### config.mk
export PLATFORM = sky130hd
export DESIGN_NAME = conv_wide_to_narrow
export DESIGN_NICKNAME = d
export VERILOG_FILES = /design/src/rtl/conv_pkg.sv /design/src/rtl/conv_wide_to_narrow.sv
export SDC_FILE = /design/constraint.sdc
export NUM_CORES = 1
export LEC_CHECK = 0
export BUFFER_PORTS_ARGS = -buffer_cell sky130_fd_sc_hd__buf_2
export CAP_MARGIN = 5
export CORE_ASPECT_RATIO = 0.6
export CORE_MARGIN = 2
export CORE_UTILIZATION = 45
export DETAILED_ROUTE_END_ITERATION = 7
export GPL_TIMING_DRIVEN = 1
export PLACE_DENSITY = 0.82
export SETUP_SLACK_MARGIN = 0.2
export SLEW_MARGIN = 30
export SYNTH_ARGS = -nofsm -noshare
export SYNTH_HDL_FRONTEND = slang
export SYNTH_SLANG_ARGS = --single-unit
### constraint.sdc
create_clock -name clk -period 1.7 [get_ports clk]
set_clock_uncertainty 0.1 [all_clocks]
set_input_delay 0.17 -clock clk [delete_from_list [all_inputs] [get_ports clk]]
set_output_delay 0.17 -clock clk [all_outputs]
set_load 0.02 [all_outputs]
### src/rtl/conv_pkg.sv
// Shared definitions for the wide/narrow width converters: FSM encoding and
// ratio/counter-width helpers.
package conv_pkg;

   typedef enum logic {
      IDLE = 1'b0,
      SEND = 1'b1
   } conv_state_e;

   function automatic int clog2(input int value);
      int result;
      result = 0;
      for (int v = value - 1; v > 0; v = v >> 1) begin
         result++;
      end
      return result;
   endfunction

   function automatic int ratio_of(input int wide_w, input int narrow_w);
      return wide_w / narrow_w;
   endfunction

   // A count field must be at least one bit wide even for degenerate ratios.
   function automatic int cnt_w_of(input int ratio);
      return (clog2(ratio) < 1) ? 1 : clog2(ratio);
   endfunction

endpackage

### src/rtl/conv_wide_to_narrow.sv
// Single-clock serializer: one IN_W-bit word out as up to IN_W/OUT_W beats
// of OUT_W bits, valid/ready on both sides, partial words, selectable order.
module conv_wide_to_narrow
   import conv_pkg::*;
#(
   parameter int IN_W      = 32,
   parameter int OUT_W     = 8,
   parameter bit MSB_FIRST = 1'b1,
   localparam int RATIO    = ratio_of(IN_W, OUT_W),
   localparam int CNT_W    = cnt_w_of(RATIO)
) (
   input  logic             clk,
   input  logic             reset_L,
   input  logic [IN_W-1:0]  in_data,
   input  logic             in_valid,
   input  logic [CNT_W-1:0] in_count,
   output logic             in_ready,
   output logic [OUT_W-1:0] out_data,
   output logic             out_valid,
   input  logic             out_ready,
   output logic             out_last,
   output logic             busy
);

   // One extra bit so the remaining-beat counter can hold RATIO itself.
   localparam int RW = CNT_W + 1;

   if (RATIO < 2 || (IN_W % OUT_W) != 0) begin : g_bad_params
      $error("conv_wide_to_narrow: IN_W must be a multiple of OUT_W with a ratio of at least 2");
   end

   conv_state_e      state_q;
   conv_state_e      state_d;
   logic [IN_W-1:0]  shift_q;
   logic [RW-1:0]    remain_q;
   logic [RW-1:0]    load_beats;
   logic             load;
   logic             beat_done;

   function automatic logic [OUT_W-1:0] head_of(input logic [IN_W-1:0] word);
      if (MSB_FIRST) begin
         return word[IN_W-1 -: OUT_W];
      end
      return word[OUT_W-1:0];
   endfunction

   function automatic logic [IN_W-1:0] advance(input logic [IN_W-1:0] word);
      if (MSB_FIRST) begin
         return word << OUT_W;
      end
      return word >> OUT_W;
   endfunction

   assign beat_done  = out_valid && out_ready;
   assign in_ready   = (state_q == IDLE) || (beat_done && out_last);
   assign load       = in_valid && in_ready;
   assign load_beats = (in_count == '0) ? RW'(RATIO) : RW'(in_count);
   assign out_valid  = (state_q == SEND);
   assign busy       = (state_q == SEND);

   always_ff @(posedge clk or negedge reset_L) begin
      if (!reset_L) begin
         state_q <= IDLE;
      end else begin
         state_q <= state_d;
      end
   end

   // Accepting a new word on the last-beat edge keeps us in SEND with no bubble.
   always_comb begin
      state_d = state_q;
      case (state_q)
         IDLE: begin
            if (load) begin
               state_d = SEND;
            end
         end
         SEND: begin
            if (beat_done && out_last) begin
               state_d = load ? SEND : IDLE;
            end
         end
         default: state_d = IDLE;
      endcase
   end

   // out_data is registered, so the shifter holds only the beats still to come.
   always_ff @(posedge clk or negedge reset_L) begin
      if (!reset_L) begin
         shift_q  <= '0;
         remain_q <= '0;
         out_data <= '0;
         out_last <= 1'b0;
      end else if (load) begin
         out_data <= head_of(in_data);
         shift_q  <= advance(in_data);
         remain_q <= load_beats;
         out_last <= (load_beats == RW'(1));
      end else if (beat_done) begin
         if (out_last) begin
            out_data <= '0;
            shift_q  <= '0;
            remain_q <= '0;
            out_last <= 1'b0;
         end else begin
            out_data <= head_of(shift_q);
            shift_q  <= advance(shift_q);
            remain_q <= remain_q - RW'(1);
            out_last <= (remain_q == RW'(2));
         end
      end
   end

endmodule

# == Word-level counts from Yosys, hierarchy flattened ==
# Index checks and enable logic that the tools add are counted.
# totals
ff_bits,45
in_bits,38
output_inout_bits,12
elab_cells,39
# op_classes
add_sub_neg,1
n_eq_ne,2
muxes,24
bitwise,1
reduce_logical,6
# op_table
operator,count
32-bit 2-to-1 mux,5
8-bit 2-to-1 mux,5
3-bit 2-to-1 mux,4
1-bit 2-to-1 mux,9
3-bit by 1-bit == test with 1-bit output (second input constant),1
3-bit by 2-bit == test with 1-bit output (second input constant),1
1-bit logical AND,3
3-bit by 1-bit subtractor with 3-bit output (second input constant),1
2-bit logical NOT,1
1-bit case mux with 2 select lines,1
2-bit nonzero test,1
1-bit logical OR,1
1-bit NOT,1

# == Logic depth before layout (Yosys ltp) ==
# depth
ltp_word,9
mapped_depth,7
ltp_nobuf,5

# == Worst setup path after synthesis ==
# No wires, ideal clock.
# synth_timing
kind,reg-to-reg
start,register state_q (netlist: busy)
end,register out_data[0]
setup_ns,0.124
arrival_time_ns,1.534
required_ns,1.476
slack_ns,-0.058
stages_incl_launch_ff,7
path_buffers,2
period_less_slack_ns,1.758
path_cell_list,dfrtp_1 -> a21bo_4 -> and2_4 -> buf_6 -> buf_12 -> a221oi_2 -> nor2_1
# synth_via
elab_chain_cells,5
word_cells_on_any_way,7
cone_classes,mux (1); bitwise (1); reduce/logical (5)
# synth_lines
item,line_no,text
from (decl),conv_wide_to_narrow.sv:32,conv_state_e state_q;
from (signal assigned),conv_wide_to_narrow.sv:65,state_q <= state_d;
1-bit logical AND,conv_wide_to_narrow.sv:54,assign beat_done = out_valid && out_ready;
1-bit logical AND,conv_wide_to_narrow.sv:55,assign in_ready = (state_q == IDLE) || (beat_done && out_last);
1-bit logical OR (*),conv_wide_to_narrow.sv:55,
named net in_ready,conv_wide_to_narrow.sv:17,"output logic in_ready,"
1-bit logical AND (*),conv_wide_to_narrow.sv:56,assign load = in_valid && in_ready;
8-bit 2-to-1 mux or 2-bit nonzero test (tied branches),--,
to (signal assigned),conv_wide_to_narrow.sv:95,out_data <= head_of(in_data);
to (signal assigned),conv_wide_to_narrow.sv:106,out_data <= head_of(shift_q);
to (decl),conv_wide_to_narrow.sv:18,"output logic [OUT_W-1:0] out_data,"
# The timed path passes the listed nets; every way through them passes the cells marked *.
# A chain may end at the register's enable or synchronous reset.

# == Worst setup path after layout ==
# layout_timing
start,register state_q (netlist: busy)
end,register shift_q[21]
# layout_via
elab_chain_cells,5
word_cells_on_any_way,7
cone_classes,mux (1); bitwise (1); reduce/logical (5)
# layout_lines
item,line_no,text
1-bit logical AND,conv_wide_to_narrow.sv:54,
1-bit logical AND,conv_wide_to_narrow.sv:55,
1-bit logical OR,conv_wide_to_narrow.sv:55,
1-bit logical AND,conv_wide_to_narrow.sv:56,
32-bit 2-to-1 mux or 2-bit nonzero test (tied branches),--,
to (signal assigned),conv_wide_to_narrow.sv:96,shift_q <= advance(in_data);
to (signal assigned),conv_wide_to_narrow.sv:107,shift_q <= advance(shift_q);
to (decl),conv_wide_to_narrow.sv:34,logic [IN_W-1:0] shift_q;
# Several ways; a longest one is shown, not always the timed one.

==> impl_results.md <==
- Register-to-Register Path Depth: 5
- CTS tree: done
- Multi-input logic area: 882.1 sq um
- Antenna diodes: 0
- Rel. slew slack: 74.22%
- Post-synth ARST share: 100.0%
- H-tree depth: 2
- Clk root buf: clkbuf_8
- Initial antenna violation count: 0
- DRT Pass-1 Iters: 4
- Max FO, Critical Path: 25
- Crit end category: register
- Worst Hold Class: primary input to register
- Final HPWL DP: 2653 um
- Internal: 2239 uW
- Startpoint types: register
- Core area: 0.003765 sq mm
- Type of the worst setup path: register to register
- Vias in the first global route: 1,311
- Gpl congestion: 0.8997
- Arr. time, crit path: 1.56 ns
- Share of cells above drive strength 1: 47.51%
- # port buffers: 49
- Logic pwr share: 42.7%
- Flop pwr share: 40.4%
- # DRC: 0
- Hold path depth: 2
- Power per Cell Area: 1550 mW/mm^2
- CTS Buf Count: 5
- Post-synth EDFFs: 0
- Sw Share: 39.02%
- Final Slew Violations: 0
- Worst-case clock buffer depth: 2
- Routed via count: 1,429
- DP Cell Count: 248
- Die X: 86.09 um
- Cell Chain, Critical Path: nor2b_4 -> nor2_2 -> buf_12 -> a221oi_2 -> nor2_1
- Die Y: 53.25 um
- Slowest-stage cell, CP: dfrtp_2
- Clock sink count: 37
- Remaining Overflow, GRT: 0
- Tmin final: 1.486 ns
- Seq/Total Area, Yosys: 50.89%
- Area delta synth->final: 30.19%
- Synth Warn #: 0
- Status: finished, final reports clean
- Power share of the clock group: 17.0%
- Layout fillers: 299
- Peak Freq: 672.9 MHz
- Post-synthesis cell count: 158
- RSZ-0062 raised after global routing: true
- WP data required: 1.78 ns
- Psw: 1433 uW
- Avg WL per Cell: 16.32 um
- Final TNS setup: 0 ns
- Synth Cell Area: 0.001819 sq mm
- Initial core utilization: 48.32%
- CP peak stage delay: 0.46 ns
- Top FF cell, synth: dfrtp_1
- Seq. cell area: 928.4 sq um
- Final period util: 87.42%
- #FFs+latches synth: 37
- Maximum vdd drop: 0.6178 mV
- Global Route Usage Sum: 19.29%
- Fin cells: 268
- Largest net degree at the start of global routing: 26
- Syn nets: 198
- Skew-Pair Late Insertion Delay: 0.29 ns
- Antenna-violating nets left: 0
- Nets: 261
- First-pass GRT wire length: 6382 um
- Max cap viols: 0
- Slew @ Worst Pin: 0.3867 ns
- Synth unique cells: 27
- Num rows: 17
- Die area: 0.004584 sq mm
- CTS clk-pin slew, worst paths: 0.07 ns
- Static Leakage: 0.001114 uW
- DR iter-0 viols: 59
- Routed WL: 4373 um
- Final setup vio count: 0
- Vias per cell: 5.332
- Syn Area/Cell: 11.51 sq um
- Boundary pin count: 50
- Hold Vio Cnt, Final: 0
-- power by group through the flow --
stage	clock network (uW)	logic (uW)	registers, uW
after floorplan	0	922	1590
after global placement	0	1390	1470
after detailed placement	0	1420	1480
after CTS	635	1490	1470
after global routing	671	1720	1520
final	622	1570	1480
-- what timing repair did --
item,4_1_cts,5_1_grt
gates resized for setup,6,4
buffers inserted,3,0
hold buffers,4,0
gates cloned,2,4
setup endpoints to repair,31,16
pin swaps,1,6
hold endpoints to repair,18,0
-- synthesized netlist by cell type (all sizes together), types with 2 or more instances --
master,n,area (sq um)
nor2,51,193.9
dfrtp,37,925.9
a221oi,25,350.3
buf,12,107.6
a22o,8,70.07
a21oi,3,15.01
a31oi,2,12.51
clkbuf,2,7.510
ha,2,25.02
inv,2,7.510
nor3,2,10.01
o21ai,2,10.01
-- cell usage in the layout, fill, tap and decap left out, drive strengths merged --
master / count
and3b: 1
nor4b: 1
nor3: 2
nor2b: 1
dlygate4sd3: 4
a22o: 8
ha: 2
a21bo: 2
a31oi: 2
a21oi: 3
nor2: 51
a21o: 1
a221oi: 25
dfrtp: 37
a211oi: 1
and2: 6
o21ai: 2
nand2: 1
buf: 60
inv: 2
or2b: 1
o22a: 1
clkbuf: 7
-- layout make-up --
class,instances,share of cell area (%)
inverter,2,0.3170
sequential,37,39.20
multi-input combinational,111,37.24
tap,47,2.483
clock buffer,7,3.645
timing repair buffer,64,17.12
-- layer usage --
| layer | global-route usage [%] | vias up | wire length [um] |
|---|---|---|---|
| met3 | 7.020 | 4 | 260 |
| met1 | 25.96 | 675 | 2154 |
| met2 | 29.59 | 42 | 1914 |
| met5 | 0 | - | 0 |
| li1 | - | 708 | - |
| met4 | 5.026 | 0 | 44 |
-- critical path, delay by kind of cell (launching register included) --
kind	cells	cell delay (ns)
simple gates	3	0.35
flops	1	0.46
buf+inv	1	0.17
compound gates	1	0.28
-- sequential cells by signal, indices dropped and copies added (netlist names) --
| register | count |
|---|---|
| shift_q | 24 |
| out_data | 8 |
| remain_q | 3 |
| busy | 1 |
| out_last | 1 |
-- logic make-up (layout without fill, tap and decap cells) --
| group | after synthesis | in the layout | share of synthesized area, % |
|---|---|---|---|
| simple gates | 59 | 64 | 13.62 |
| buf+inv | 16 | 73 | 6.740 |
| compound gates | 44 | 45 | 27.37 |
| flops | 37 | 37 | 50.89 |
| fa+ha+maj | 2 | 2 | 1.375 |
-- per-stage QoR --
step                setup WS [ns]  instance area [sq um]  total power [uW]  hold slack, ns  utilization, %
CTS                        0.2056                   2311              3598        0.007147           61.38
finish                     0.2138                   2369              3671         0.01402           62.91
global route               0.1571                   2369              3906        0.001439           62.91
global placement          0.06003                   2125              2859        0.008269           56.43
detailed placement       -0.05117                   2125              2903         0.01405           56.43
floorplan                 0.05755                   1837              2510         -0.2256               -
-- final timing paths --
kind | endpoint | slack [ns] | start
worst min-delay path | shift_q[9]$_DFFE_PN0P_ | 0.01 | in_data[1]
worst max-delay path | shift_q[21]$_DFFE_PN0P_ | 0.21 | busy$_DFF_PN0_
worst min register to register | out_data[0]$_DFFE_PN0P_ | 0.41 | out_data[0]$_DFFE_PN0P_
min in group asynchronous | remain_q[2]$_DFFE_PN0P_ | 0.22 | reset_L
max in group asynchronous | out_data[0]$_DFFE_PN0P_ | 0.78 | reset_L
worst max register to register | shift_q[21]$_DFFE_PN0P_ | 0.21 | busy$_DFF_PN0_
No activity file was read; power rests on OpenSTA's default activity.
